--- config.mk ---
export PLATFORM = sky130hd
export DESIGN_NAME = nco_host_if
export DESIGN_NICKNAME = d
export VERILOG_FILES = /design/src/rtl/nco_pkg.sv /design/src/rtl/nco_host_fifo.sv /design/src/rtl/nco_host_if.sv
export SDC_FILE = /design/constraint.sdc
export NUM_CORES = 1
export LEC_CHECK = 0
export BUFFER_PORTS_ARGS = -buffer_cell sky130_fd_sc_hd__buf_2
export CAP_MARGIN = 20
export CELL_PAD_IN_SITES_DETAIL_PLACEMENT = 0
export CELL_PAD_IN_SITES_GLOBAL_PLACEMENT = 1
export CORE_MARGIN = 5
export CORE_UTILIZATION = 54
export DETAILED_ROUTE_END_ITERATION = 10
export PLACE_DENSITY_LB_ADDON = 0.25
export SLEW_MARGIN = 10
export SYNTH_ARGS = -nofsm -noshare
export SYNTH_HDL_FRONTEND = slang
export SYNTH_SLANG_ARGS = --single-unit
--- constraint.sdc ---
create_clock -name clk -period 6.5 [get_ports clk]
set_clock_uncertainty 0.05 [all_clocks]
set_input_delay 0.975 -clock clk [delete_from_list [all_inputs] [get_ports clk]]
set_output_delay 0.975 -clock clk [all_outputs]
set_load 0.005 [all_outputs]
--- src/rtl/nco_pkg.sv ---
// Shared constants and types for the nco host-side interface.
package nco_pkg;

    localparam int NCO_PIPE_DEPTH = 9;
    localparam int FCW_W          = 20;
    localparam int DW             = 12;

    typedef enum logic [1:0] {IDLE, LOAD, RUN, DRAIN} host_state_t;

    typedef struct packed {
        logic          selxy;
        logic          selsign;
        logic [DW-1:0] dout;
    } sample_t;

endpackage

--- src/rtl/nco_host_fifo.sv ---
// First-word-fall-through sample FIFO. A push on a full FIFO is dropped
// and reported unless a pop in the same cycle frees a slot.
module nco_host_fifo #(
    parameter int DEPTH = 8,
    parameter int W     = 14
) (
    input  logic         clk,
    input  logic         rst,
    input  logic         push,
    input  logic [W-1:0] push_data,
    input  logic         pop,
    output logic         empty,
    output logic         full,
    output logic         drop,
    output logic [W-1:0] head
);

    localparam int AW = $clog2(DEPTH);

    logic [AW:0]  wr_ptr;
    logic [AW:0]  rd_ptr;
    logic [W-1:0] mem [DEPTH];
    logic         do_pop;
    logic         do_push;

    assign empty   = (wr_ptr == rd_ptr);
    assign full    = (wr_ptr[AW] != rd_ptr[AW]) && (wr_ptr[AW-1:0] == rd_ptr[AW-1:0]);
    assign do_pop  = pop && !empty;
    assign do_push = push && (!full || do_pop);
    assign drop    = push && full && !do_pop;
    assign head    = empty ? '0 : mem[rd_ptr[AW-1:0]];

    always_ff @(posedge clk or posedge rst) begin
        if (rst) begin
            wr_ptr <= '0;
            rd_ptr <= '0;
        end else begin
            if (do_push) wr_ptr <= wr_ptr + 1'b1;
            if (do_pop)  rd_ptr <= rd_ptr + 1'b1;
        end
    end

    // When full, the write lands on the slot being popped this same cycle.
    always_ff @(posedge clk) begin
        if (do_push) mem[wr_ptr[AW-1:0]] <= push_data;
    end

endmodule

--- src/rtl/nco_host_if.sv ---
// Host-side driver for the nco pins: nibble FCW loader, run/drain sequencer
// and sample capture FIFO. Optional selection rotation: NCO_HOST_IF_ROTATE_EN.
module nco_host_if #(
    parameter int FIFO_DEPTH = 8,
    parameter int FCW_W      = 20,
    parameter int DW         = 12
) (
    input  logic             clk,
    input  logic             rst,
    input  logic             cfg_valid,
    input  logic [3:0]       cfg_data,
    output logic             cfg_ready,
    input  logic             start,
    input  logic             stop,
    input  logic [1:0]       sel_cfg,
    output logic             busy,
    output logic             ovf,
    output logic             nco_en,
    output logic [FCW_W-1:0] nco_fcw,
    output logic             nco_selxy,
    output logic             nco_selsign,
    input  logic             nco_vld,
    input  logic [DW-1:0]    nco_dout,
    output logic             m_valid,
    output logic [DW+1:0]    m_data,
    input  logic             m_ready
);

    import nco_pkg::*;

    // state | meaning
    // IDLE  | config accepted, waiting for first nibble or start
    // LOAD  | collecting remaining FCW nibbles
    // RUN   | nco enabled, capturing samples
    // DRAIN | nco disabled, flushing samples still in the nco pipeline

    localparam int NIBBLES = FCW_W / 4;
    localparam int NW      = $clog2(NIBBLES + 1);
    localparam int DRW     = $clog2(NCO_PIPE_DEPTH);

    host_state_t      state;
    host_state_t      state_nxt;
    logic [FCW_W-5:0] fcw_sh;
    logic [FCW_W-1:0] fcw_shifted;
    logic [NW-1:0]    nib_left;
    logic [DRW-1:0]   drain_left;
    logic             nib_acc;
    logic             go;
    logic             capture;
    logic             fifo_pop;
    logic             fifo_empty;
    logic             fifo_full;
    logic             fifo_drop;
    logic [1:0]       sel;
    logic [1:0]       tag;
    logic [DW+1:0]    push_data;

    assign go          = start && !stop;
    assign nib_acc     = cfg_valid && cfg_ready;
    assign fcw_shifted = {fcw_sh, cfg_data};
    assign capture     = nco_vld && (state == RUN || state == DRAIN);
    assign sel         = {nco_selxy, nco_selsign};
    assign fifo_pop    = m_valid && m_ready;
    assign push_data   = {tag, nco_dout};
    assign m_valid     = !fifo_empty;

    always_ff @(posedge clk or posedge rst) begin
        if (rst) state <= IDLE;
        else     state <= state_nxt;
    end

    always_comb begin
        state_nxt = state;
        case (state)
            IDLE:    if (go) state_nxt = RUN;
                     else if (nib_acc) state_nxt = LOAD;
            LOAD:    if (nib_acc && nib_left == NW'(1)) state_nxt = IDLE;
            RUN:     if (stop) state_nxt = DRAIN;
            DRAIN:   if (drain_left == '0) state_nxt = IDLE;
            default: state_nxt = IDLE;
        endcase
    end

    always_comb begin
        cfg_ready = 1'b0;
        busy      = 1'b1;
        nco_en    = 1'b0;
        case (state)
            IDLE: begin
                cfg_ready = !rst;
                busy      = 1'b0;
            end
            LOAD:    cfg_ready = !rst;
            RUN:     nco_en = 1'b1;
            default: ;
        endcase
    end

    // nco_fcw only changes on the final nibble so the nco never sees a partial word.
    always_ff @(posedge clk or posedge rst) begin
        if (rst) begin
            fcw_sh   <= '0;
            nib_left <= '0;
            nco_fcw  <= '0;
        end else if (nib_acc) begin
            fcw_sh <= fcw_shifted[FCW_W-5:0];
            if (state == IDLE && !go) begin
                nib_left <= NW'(NIBBLES - 1);
            end else if (state == LOAD) begin
                nib_left <= nib_left - 1'b1;
                if (nib_left == NW'(1)) nco_fcw <= fcw_shifted;
            end
        end
    end

    always_ff @(posedge clk or posedge rst) begin
        if (rst) begin
            drain_left <= '0;
        end else if (state == RUN && stop) begin
            drain_left <= DRW'(NCO_PIPE_DEPTH - 1);
        end else if (state == DRAIN && drain_left != '0) begin
            drain_left <= drain_left - 1'b1;
        end
    end

    always_ff @(posedge clk or posedge rst) begin
        if (rst) begin
            ovf <= 1'b0;
        end else if (state == IDLE && go) begin
            ovf <= 1'b0;
        end else if (fifo_drop) begin
            ovf <= 1'b1;
        end
    end

    always_ff @(posedge clk or posedge rst) begin
        if (rst) begin
            {nco_selxy, nco_selsign} <= 2'b00;
        end else if (state == IDLE && go) begin
            {nco_selxy, nco_selsign} <= sel_cfg;
`ifdef NCO_HOST_IF_ROTATE_EN
        end else if (state == RUN && capture && (!fifo_full || fifo_pop)) begin
            {nco_selxy, nco_selsign} <= sel + 2'd1;
`endif
        end
    end

`ifdef NCO_HOST_IF_ROTATE_EN
    // Tag each sample with the selection that was live when it entered the nco pipeline.
    logic [1:0] sel_dly [NCO_PIPE_DEPTH];

    always_ff @(posedge clk or posedge rst) begin
        if (rst) begin
            for (int i = 0; i < NCO_PIPE_DEPTH; i++) sel_dly[i] <= 2'b00;
        end else begin
            sel_dly[0] <= sel;
            for (int i = 1; i < NCO_PIPE_DEPTH; i++) sel_dly[i] <= sel_dly[i-1];
        end
    end

    assign tag = sel_dly[NCO_PIPE_DEPTH-1];
`else
    assign tag = sel;
`endif

    nco_host_fifo #(
        .DEPTH (FIFO_DEPTH),
        .W     (DW + 2)
    ) u_fifo (
        .clk       (clk),
        .rst       (rst),
        .push      (capture),
        .push_data (push_data),
        .pop       (fifo_pop),
        .empty     (fifo_empty),
        .full      (fifo_full),
        .drop      (fifo_drop),
        .head      (m_data)
    );

endmodule

==> load_flow_metrics.sql <==
INSERT INTO impl_metrics (metric_group, metric, value, unit) VALUES
('clocking', 'hold_buffers', '0', ''),
('clocking', 'clock-sinks', '168', ''),
('synth', 'number_of_distinct_library_cells_after_synthesis', '53', ''),
('synth', 'fraction_of_synthesis_flops_using_an_asynchronous_set_or_reset_pin', '33.3', '%'),
('finish', 'final_common_cell', 'sky130_fd_sc_hd__edfxtp_1', ''),
('placed_design', 'portBuffers', '65', ''),
('global_route', 'grt_first_pass_wirelength', '19800', 'µm'),
('status', 'run_status', 'finished clean', ''),
('clocking', 'cts-resized-gates', '0', ''),
('placed_design', 'placed_cells', '603', ''),
('finish', 'drive_gt1_share', '41.2', '%'),
('power_and_ir_drop', 'power.share.clock', '27.5', '%'),
('detailed_routing', 'first_iter_violations', '257', ''),
('global_route', 'number_of_antenna_violations_at_the_first_check_in_global_routing', '0', ''),
('timing', 'worst_slew_pin_slew', '1020', 'ps'),
('finish', 'most_used_cells_in_the_layout_excluding_fill_and_tap_cells', 'sky130_fd_sc_hd__edfxtp_1 (112), sky130_fd_sc_hd__buf_2 (65), sky130_fd_sc_hd__dfrtp_1 (55)', ''),
('worst_setup_path', 'regToRegSetupSlack', '3910', 'ps'),
('timing', 'highest_clock_frequency_the_design_can_meet', '289', 'MHz'),
('worst_setup_path', 'setup.worst_path.end_class', 'output port', ''),
('global_route', 'track_usage', '18.1', '%'),
('synth', 'per_instance_average_area_after_synthesis', '18.2', 'µm²'),
('timing', 'rsz_0062_raised_after_global_routing', 'no', ''),
('power_and_ir_drop', 'power.share.sequential', '43.4', '%'),
('clocking', 'cts_tree', 'built', ''),
('synth', 'synth.net_count', '405', ''),
('hold_path', 'worst_hold_path_type', 'flip-flop to flip-flop', ''),
('finish', 'final_core_utilization', '63.8', '%'),
('detailed_routing', 'drt-vias-per-instance', '5.53', ''),
('clocking', 'numCtsBuffers', '17', ''),
('timing', 'final_critical_path_setup_slack', '3040', 'ps'),
('detailed_routing', 'drc', '0', ''),
('clocking', 'number_of_buffers_on_the_longest_clock_path', '2', ''),
('floorplanning', 'dieArea', '15000', 'µm²'),
('finish', 'final-instance-count-excl-fill', '636', ''),
('clocking', 'clock_insertion_delay_worst_skew', '420', 'ps'),
('global_route', 'first_global_vias', '3713', ''),
('timing', 'fin_setup_tns', '0', 'ps'),
('clocking', 'clock_tree.root_cell', 'sky130_fd_sc_hd__clkbuf_16', ''),
('synth', 'netlist_area', '6830', 'µm²'),
('floorplanning', 'ios', '66', ''),
('worst_setup_path', 'worst_ep_arrival_time', '2440', 'ps'),
('power_and_ir_drop', 'internal_power', '2.51', 'mW'),
('placed_design', 'dp_hpwl', '7290', 'µm'),
('worst_setup_path', 'setup.worst_path.class', 'flip-flop to output port', ''),
('finish', 'area.growth.synth_to_final', '16.8', '%'),
('timing', 'final-hold-violation-count', '0', ''),
('power_and_ir_drop', 'power.share.combinational', '29.1', '%'),
('power_and_ir_drop', 'total_leakage_power', '3.11', 'nW'),
('global_route', 'grt.overflow.total', '0', ''),
('floorplanning', 'fp.coreArea', '12500', 'µm²'),
('synth', 'yosys_most_used_dff', 'sky130_fd_sc_hd__edfxtp_1', ''),
('timing', 'relSlewSlack', '31.5', '%'),
('power_and_ir_drop', 'power_density', '455', 'nW/µm²'),
('job', 'max_cap_violations', '0', ''),
('synth', 'synth_seq_area_share', '69.7', '%'),
('worst_setup_path', 'crit_path_start_kind', 'flip-flop', ''),
('global_route', 'grt_max_degree', '41', ''),
('power_and_ir_drop', 'vdd_ir_drop_max', '308', 'µV'),
('detailed_routing', 'routed_len_inst', '19.6', 'µm'),
('worst_setup_path', 'timing.critical_path.required', '5470', 'ps'),
('placed_design', 'gpl.final_weighted_congestion', '0.786', ''),
('synth', 'synthesized_instance_count', '375', ''),
('detailed_routing', 'routed_wirelength', '12400', 'µm'),
('finish', 'final_net_count', '481', ''),
('clocking', 'postCtsSetupBuffers', '0', ''),
('timing', 'final-setup-viol-count', '0', ''),
('worst_setup_path', 'crit_fanout', '18', ''),
('synth', 'ys_seq_elements', '168', ''),
('finish', 'num_antenna_cells', '0', ''),
('floorplanning', 'core.rowCount', '41', ''),
('timing', 'period_share', '53.3', '%');
[synthesized netlist by cell type (2+ instances only)]
cell type                  instances  share of area [%]
sky130_fd_sc_hd__nor4_1            3               0.27
sky130_fd_sc_hd__o22ai_1           2               0.18
sky130_fd_sc_hd__xnor2_4           2               0.81
sky130_fd_sc_hd__nand3_1           3               0.22
sky130_fd_sc_hd__buf_6             4               0.66
sky130_fd_sc_hd__mux4_2           28                9.2
sky130_fd_sc_hd__inv_1             7               0.38
sky130_fd_sc_hd__nor3b_1           2               0.22
sky130_fd_sc_hd__buf_2            11               0.81
sky130_fd_sc_hd__mux2i_1          15                2.2
sky130_fd_sc_hd__nor2_1           23                1.3
sky130_fd_sc_hd__mux2_1            6               0.99
sky130_fd_sc_hd__a21oi_1           3               0.22
sky130_fd_sc_hd__edfxtp_1        112                 49
sky130_fd_sc_hd__buf_4             2               0.22
sky130_fd_sc_hd__nand3b_1          2               0.22
sky130_fd_sc_hd__nor2b_1           3               0.27
sky130_fd_sc_hd__nand4_1           2               0.18
sky130_fd_sc_hd__mux2_2           33                5.4
sky130_fd_sc_hd__nor3_1            4               0.29
sky130_fd_sc_hd__ha_1              5               0.92
sky130_fd_sc_hd__xnor2_1           2               0.26
sky130_fd_sc_hd__dfrtp_1          56                 21
sky130_fd_sc_hd__nand2_1           8               0.44
sky130_fd_sc_hd__o21ai_0           4               0.29
sky130_fd_sc_hd__xor2_1            5               0.64
sky130_fd_sc_hd__nor4b_1           2               0.26
[power by group through the flow]
| stage | Combinational (mW) | Clock [mW] | Sequential (mW) |
|---|---|---|---|
| final | 1.06 | 1.00 | 1.58 |
| after global routing | 1.16 | 1.07 | 1.61 |
| after CTS | 1.03 | 1.02 | 1.62 |
| after detailed placement | 1.02 | 0 | 1.63 |
| after global placement | 1.00 | 0 | 1.62 |
| after floorplan | 0.834 | 0 | 1.49 |
[critical path, stage by stage, from the launching register on]
cell and delay (ps):
sky130_fd_sc_hd__dfrtp_2 710, sky130_fd_sc_hd__buf_12 270, sky130_fd_sc_hd__xnor2_4 150, sky130_fd_sc_hd__nand3_4 150
sky130_fd_sc_hd__nor2_4 430, sky130_fd_sc_hd__nor2_1 140, sky130_fd_sc_hd__buf_2 160
[sequential cells by signal, indices dropped and copies added (netlist names), 2 cells and up]
register / count
drain_left: 4
fcw_sh: 16
nco_fcw: 20
nib_left: 3
state: 2
u_fifo.mem: 112
u_fifo.rd_ptr: 4
u_fifo.wr_ptr: 4
[routing by layer]
metal	share of wire [%]	track usage, %	vias up
met4	0.96	6.09	0
met1	43	23.9	1827
li1	-	-	1602
met3	4.9	5.71	12
met5	0	0	-
met2	51	28.8	76
[per-stage QoR]
step	hold slack [ps]	power [mW]	instance area, µm²
6_report	443	3.63	7980
5_1_grt	473	3.85	7980
4_1_cts	445	3.67	7960
3_5_place_dp	425	2.65	7380
3_3_place_gp	417	2.62	7380
2_1_floorplan	404	2.32	6830
[kinds of logic after synthesis]
kind of cell,Yosys count,synth area share (%)
adder cells (fa/ha/maj),5,0.915
AO/OA/AOI/OAI,18,1.81
AND/OR/NAND/NOR,63,5.07
buffers and inverters,27,2.23
XOR/XNOR,11,2.18
flip-flops,168,69.7
multiplexers,83,18.1
[final timing paths]
check	start	end	cells after the start
worst max-delay path	u_fifo.rd_ptr[0]	m_data[0]	6
worst min-delay path	nco_fcw[3]	nco_fcw[3]	1
worst max register to register	u_fifo.rd_ptr[0]	u_fifo.mem[7][7]	5
worst min register to register	nco_fcw[3]	nco_fcw[3]	1
max in group asynchronous	rst	nco_fcw[18]	3
min in group asynchronous	rst	drain_left[2]	2
[cell type report]
| class | instances | area, µm² |
|---|---|---|
| Inverter | 8 | 30.0 |
| Tap cell | 172 | 215 |
| Clock buffer | 17 | 425 |
| Sequential cell | 168 | 4770 |
| Clock inverter | 15 | 161 |
| Fill cell | 928 | 4530 |
| Timing Repair Buffer | 76 | 420 |
| Multi-Input combinational cell | 180 | 1970 |
No activity file was read; power rests on OpenSTA's default activity.
